File: src/rtl/vga_fb_pkg.sv
// -----------------------------------------------------------------------------
// vga_fb_pkg
// Shared definitions for the VGA framebuffer scheduler:
//   WORDS_PER_LINE  RAM words per visible line (640 px / 8 px per word)
//   LB_ADDR_W       width of a word index within one line
//   state_t         scheduler FSM states
//   line_base()     word address of the first word of a display line
// -----------------------------------------------------------------------------
package vga_fb_pkg;

   localparam int WORDS_PER_LINE = 80;
   localparam int LB_ADDR_W      = 7;

   typedef enum logic [1:0] {
      IDLE,
      FETCH,
      HOST
   } state_t;

   // line * 80 built from two shifts so no multiplier is inferred.
   // 17 bits hold the largest product of a 10-bit line number.
   function automatic logic [16:0] line_base(input logic [9:0] line);
      logic [16:0] l;
      l = {7'd0, line};
      return (l << 6) + (l << 4);
   endfunction

endpackage

File: src/rtl/vga_fb_scheduler.sv
// -----------------------------------------------------------------------------
// vga_fb_scheduler
// Shares one single-port framebuffer RAM between VGA line prefetch and host
// pixel writes. When h_count reaches the end of the visible area, the next
// display line is read word by word into a ping-pong line buffer; host writes
// are issued whenever no fetch is running.
//
// Ports:
//   clk, reset             pixel clock; synchronous active-high reset
//   h_count, v_count       beam position from the sync generator
//   host_req/addr/wdata    host write request (held until host_ack)
//   host_ack               one-cycle pulse when the write is on the RAM port
//   mem_en/we/addr/wdata   RAM port (registered)
//   mem_rdata              RAM read data, valid one cycle after a read
//   lb_we/bank/addr/wdata  line-buffer write port
//   fetch_busy             fetch running or its last read still draining
//   fetch_overrun          sticky: a trigger arrived while a fetch was running
//   scroll_y               only with VGA_FB_SCROLL_EN: vertical scroll offset
//
// Build option: define VGA_FB_SCROLL_EN to add the scroll_y input.
// -----------------------------------------------------------------------------
module vga_fb_scheduler
   import vga_fb_pkg::*;
#(
   parameter int H_ACTIVE     = 640,
   parameter int V_ACTIVE     = 480,
   parameter int V_TOTAL      = 525,
   parameter int PIX_PER_WORD = 8,
   parameter int DATA_W       = 24,
   parameter int ADDR_W       = 16
) (
   input  logic                 clk,
   input  logic                 reset,
   input  logic [9:0]           h_count,
   input  logic [9:0]           v_count,
`ifdef VGA_FB_SCROLL_EN
   input  logic [9:0]           scroll_y,
`endif
   input  logic                 host_req,
   input  logic [ADDR_W-1:0]    host_addr,
   input  logic [DATA_W-1:0]    host_wdata,
   output logic                 host_ack,
   output logic                 mem_en,
   output logic                 mem_we,
   output logic [ADDR_W-1:0]    mem_addr,
   output logic [DATA_W-1:0]    mem_wdata,
   input  logic [DATA_W-1:0]    mem_rdata,
   output logic                 lb_we,
   output logic                 lb_bank,
   output logic [LB_ADDR_W-1:0] lb_addr,
   output logic [DATA_W-1:0]    lb_wdata,
   output logic                 fetch_busy,
   output logic                 fetch_overrun
);

   localparam int WORDS = H_ACTIVE / PIX_PER_WORD;

   state_t               state;
   logic [LB_ADDR_W-1:0] word_cnt;    // next word index to issue
   logic [LB_ADDR_W-1:0] rd_idx;      // word index currently on mem_addr
   logic [ADDR_W-1:0]    fetch_base;
   logic                 line_bank;

   logic [9:0]           next_line;
   logic [9:0]           fetch_line;
   logic [ADDR_W-1:0]    start_base;
   logic                 trigger;

   assign next_line = (v_count == 10'(V_TOTAL - 1)) ? 10'd0 : v_count + 10'd1;
   assign trigger   = (h_count == 10'(H_ACTIVE)) && (next_line < 10'(V_ACTIVE));

`ifdef VGA_FB_SCROLL_EN
   logic [10:0] scroll_sum;
   assign scroll_sum = {1'b0, next_line} + {1'b0, scroll_y};
`endif

   // NOTE: every variable written in always_comb gets a default first, so no
   // path through the block can leave it unassigned and infer a latch.
   always_comb begin
      fetch_line = next_line;
`ifdef VGA_FB_SCROLL_EN
      if (scroll_sum >= 11'(V_ACTIVE))
         fetch_line = 10'(scroll_sum - 11'(V_ACTIVE));
      else
         fetch_line = scroll_sum[9:0];
`endif
      start_base = ADDR_W'(line_base(fetch_line));
   end

   // Line data arrives straight from the RAM; lb_we/lb_addr are delayed one
   // cycle to line up with it.
   assign lb_wdata = mem_rdata;

   // Busy covers the issuing cycles plus the read-latency tail: the last read
   // is on the bus after the FSM has left FETCH, and its data is written to
   // the line buffer one cycle later.
   assign fetch_busy = (state == FETCH) || (mem_en && !mem_we) || lb_we;

   // NOTE: sequential state uses non-blocking assignments so every register
   // samples the pre-edge values, independent of statement order.
   always_ff @(posedge clk) begin
      if (reset) begin
         state         <= IDLE;
         word_cnt      <= '0;
         rd_idx        <= '0;
         fetch_base    <= '0;
         line_bank     <= 1'b0;
         host_ack      <= 1'b0;
         mem_en        <= 1'b0;
         mem_we        <= 1'b0;
         mem_addr      <= '0;
         mem_wdata     <= '0;
         lb_we         <= 1'b0;
         lb_bank       <= 1'b0;
         lb_addr       <= '0;
         fetch_overrun <= 1'b0;
      end else begin
         mem_en   <= 1'b0;
         mem_we   <= 1'b0;
         host_ack <= 1'b0;
         lb_we    <= mem_en && !mem_we;
         lb_addr  <= rd_idx;
         lb_bank  <= line_bank;

         case (state)
            // A trigger is also honoured in HOST so the one-cycle h_count
            // window is never lost behind a host write.
            IDLE, HOST: begin
               if (trigger) begin
                  state      <= FETCH;
                  fetch_base <= start_base;
                  line_bank  <= next_line[0];
                  mem_en     <= 1'b1;
                  mem_addr   <= start_base;
                  rd_idx     <= '0;
                  word_cnt   <= LB_ADDR_W'(1);
               end else if (state == IDLE && host_req) begin
                  state     <= HOST;
                  mem_en    <= 1'b1;
                  mem_we    <= 1'b1;
                  mem_addr  <= host_addr;
                  mem_wdata <= host_wdata;
                  host_ack  <= 1'b1;
               end else begin
                  state <= IDLE;
               end
            end

            FETCH: begin
               if (trigger)
                  fetch_overrun <= 1'b1;
               mem_en   <= 1'b1;
               mem_addr <= fetch_base + ADDR_W'(word_cnt);
               rd_idx   <= word_cnt;
               word_cnt <= word_cnt + LB_ADDR_W'(1);
               // Leaving FETCH as the last word is issued lets a waiting host
               // write follow immediately after the final read.
               if (word_cnt == LB_ADDR_W'(WORDS - 1))
                  state <= IDLE;
            end

            default: state <= IDLE;
         endcase
      end
   end

endmodule

File: config.mk
export PLATFORM = sky130hd
export DESIGN_NAME = vga_fb_scheduler
export DESIGN_NICKNAME = d
export VERILOG_FILES = /design/src/rtl/vga_fb_pkg.sv /design/src/rtl/vga_fb_scheduler.sv
export SDC_FILE = /design/constraint.sdc
export NUM_CORES = 1
export LEC_CHECK = 0
export CORE_ASPECT_RATIO = 0.7
export CORE_UTILIZATION = 45
export CTS_CLUSTER_DIAMETER = 60
export DETAILED_ROUTE_END_ITERATION = 7
export PLACE_DENSITY_LB_ADDON = 0.3
export SKIP_CTS_REPAIR_TIMING = 1
export SLEW_MARGIN = 20
export SYNTH_ARGS = -nofsm -noshare
export SYNTH_HDL_FRONTEND = slang
export SYNTH_SLANG_ARGS = --single-unit
File: constraint.sdc
create_clock -name clk -period 3.71 [get_ports clk]
set_input_delay 0.5565 -clock clk [delete_from_list [all_inputs] [get_ports clk]]
set_output_delay 0.5565 -clock clk [all_outputs]
set_load 0.005 [all_outputs]
==> metrics <==
Avg Cell Area, Syn between 7 and 8 sq um; syn nets ~650; # fillers between 700 and 800; crit share post-route 0.961; worst rel slew slack 0.360; deepest clock path buffer count 2; CTS tree built; GPL Wtd Cong 0.905; Post-Layout Cell Count between 700 and 800; most frequent cells in the layout clkdlybuf4s50_1 (115), nand2_1 (92), dfxtp_1 (80), a21oi_1 (60), nor2_1 (56); Root Buffer clkbuf_16; via count around 4300; CP max FO 7; Finish-stage setup viols 0; outcome completed; Final Critical Period roughly 3.6 ns; PortBufs approximately 120; Final TNS setup 0 ns; worst path arrival time between 3 and 4 ns; Worst-path clk slew roughly 0.06 ns; RSZ-0062 raised after global routing no; Initial DRC Count about 280; CTS HTree Levels 3; antenna-violating nets left 0; Mapped Cells around 550; CP Class input pin to flip-flop; Peak VDD IR roughly 0.21 mV; synth-to-layout area growth 36.3%; CP Capture Type flip-flop; Worst-Margin Slew 0.958 ns; commonest non-fill, non-tap cell in the layout clkdlybuf4s50_1; drt via density about 5.5; vias in the first global route 4012; placed cells roughly 760; layout cells sized above 1 0.102; Final Slew Violations 0; first-pass GRT wire length 19400 microns; yosys warns 0; std cell rows 29; post-synth cell types 58; Pre-antenna DRT Iters 5; Layout Utilization 0.643; die area slightly above 10000 sq um; WL per Instance roughly 16 microns; Inserted Diodes 0; initial antenna violation count 0; CTS Sinks 80; pwr dens approximately 380 nW/um^2; endpoints failing hold 0; total gr overflow 0; I/O Pins 165; Initial Util 0.472; Mapped Area 4350 sq um; Post-synth EDFFs 0; Seq cells post-synth 80; max cap viols 0; Pleak approximately 2.2 nW; HP Class flip-flop to flip-flop; worst skew pair latency roughly 0.34 ns; HPWL after detailed placement about 9000 microns; total CTS buffers 9; Post-synth ARST share 0; DRC Markers 0; core area between 9000 and 10000 sq um; Die Y-Extent 84.2 microns; achievable frequency ~0.28 GHz; ys flop type dfxtp_1; FF-to-FF setup slack about 1.2 ns; data required time of the worst path about 3.9 ns; Seq/Total Area, Yosys 0.368; GRT Total Usage 0.244; fin nets between 700 and 800; crit start category input pin; die width about 120 microns; largest net degree at the start of global routing 44; WL final 12200 microns; Clock Skew 0.00989 ns
-- flip-flops by register name (all words and copies together) (netlist names) --
signal,cells
fetch_overrun,1
rd_idx,7
lb_we,1
word_cnt,7
state,2
mem_wdata,24
mem_we,1
lb_addr,7
mem_addr,16
lb_bank,1
fetch_base,12
mem_en,1
-- metal layers --
metal | vias up | GRT usage | share of wire
met5 | - | 0 | 0
met3 | 14 | 0.0897 | 0.11
met2 | 196 | 0.371 | 0.44
met1 | 1990 | 0.322 | 0.43
li1 | 2066 | - | -
met4 | 0 | 0.0693 | 0.010
-- metrics by stage --
step                      power (W)  setup slack, ns  cell area [sq um]  hold slack [ns]
final                       0.00227            0.146               5920            0.454
after floorplan             0.00113            0.320               4350            0.436
after global placement      0.00132          -0.0759               5590            0.442
after detailed placement    0.00133           -0.215               5590            0.450
after CTS                   0.00227            0.132               5910            0.457
after global routing        0.00235          0.00503               5920            0.475
-- cell usage after synthesis, types with 2 or more instances --
cell type	number	area (sq um)
a311oi_1	3	26.3
dfxtp_1	80	1600
mux2i_1	5	50.1
nor2_1	56	210
mux2_2	2	22.5
nor3_2	4	40.0
nand3b_1	4	30.0
and2_1	2	12.5
nor3_1	9	45.0
nand3_1	17	85.1
xnor2_1	13	114
clkbuf_1	17	63.8
o21ai_0	15	75.1
a22oi_1	4	30.0
xor2_1	10	87.6
nand2b_1	2	12.5
inv_1	10	37.5
a211oi_1	14	105
a21oi_1	61	305
or3_1	6	37.5
ha_1	12	150
nand4_1	4	25.0
nor2b_1	20	125
a21o_1	4	30.0
o31ai_1	3	22.5
and3_1	4	25.0
a31oi_1	3	18.8
buf_2	9	45.0
fa_1	2	40.0
nand2_1	92	345
a221oi_1	4	35.0
buf_4	27	203
o211ai_1	3	22.5
-- worst paths after layout --
path	start	depth (start not counted)	to
hold / removal	mem_wdata[23]$_SDFFE_PP0P_	2	mem_wdata[23]$_SDFFE_PP0P_
setup reg to reg	word_cnt[4]$_SDFFE_PP0P_	9	mem_addr[10]$_SDFFE_PP0P_
setup / recovery	v_count[0]	13	mem_addr[13]$_SDFFE_PP0P_
hold reg to reg	mem_wdata[23]$_SDFFE_PP0P_	2	mem_wdata[23]$_SDFFE_PP0P_
-- cell families after synthesis --
| family | share of synthesized area |
|---|---|
| compound gates | 0.186 |
| xor+xnor | 0.0463 |
| fa+ha+maj | 0.0438 |
| buf+inv | 0.0838 |
| flops | 0.368 |
| mux | 0.0167 |
| simple gates | 0.255 |
-- report_power, final --
group,total (W),switching (W),internal (W)
Sequential,0.000909,0.0000184,0.000890
Clock,0.000950,0.000346,0.000603
Combinational,0.000408,0.000189,0.000219
Total,0.00227,0.000553,0.00171
-- worst max-delay path, cell delays in order --
cell and delay [ns]:
clkdlybuf4s50_1 0.49, buf_4 0.15, ha_1 0.24, and4_1 0.24, nand2_1 0.10, xnor2_1 0.17, ha_1 0.26, a2111oi_0 0.57
a211oi_2 0.14, a221o_1 0.30, a21oi_1 0.18, xor2_1 0.25, a311oi_1 0.12
-- area by class of cell --
cell class,count,area (sq um),area share
clock buffer,10,239,0.0403
multi-input combinational,401,2390,0.404
sequential,80,1600,0.270
inverter,10,37.5,0.00634
clock inverter,5,81.3,0.0137
timing repair buffer,149,1420,0.239
tap,124,155,0.0262
Power figures use the tool's default switching activity.
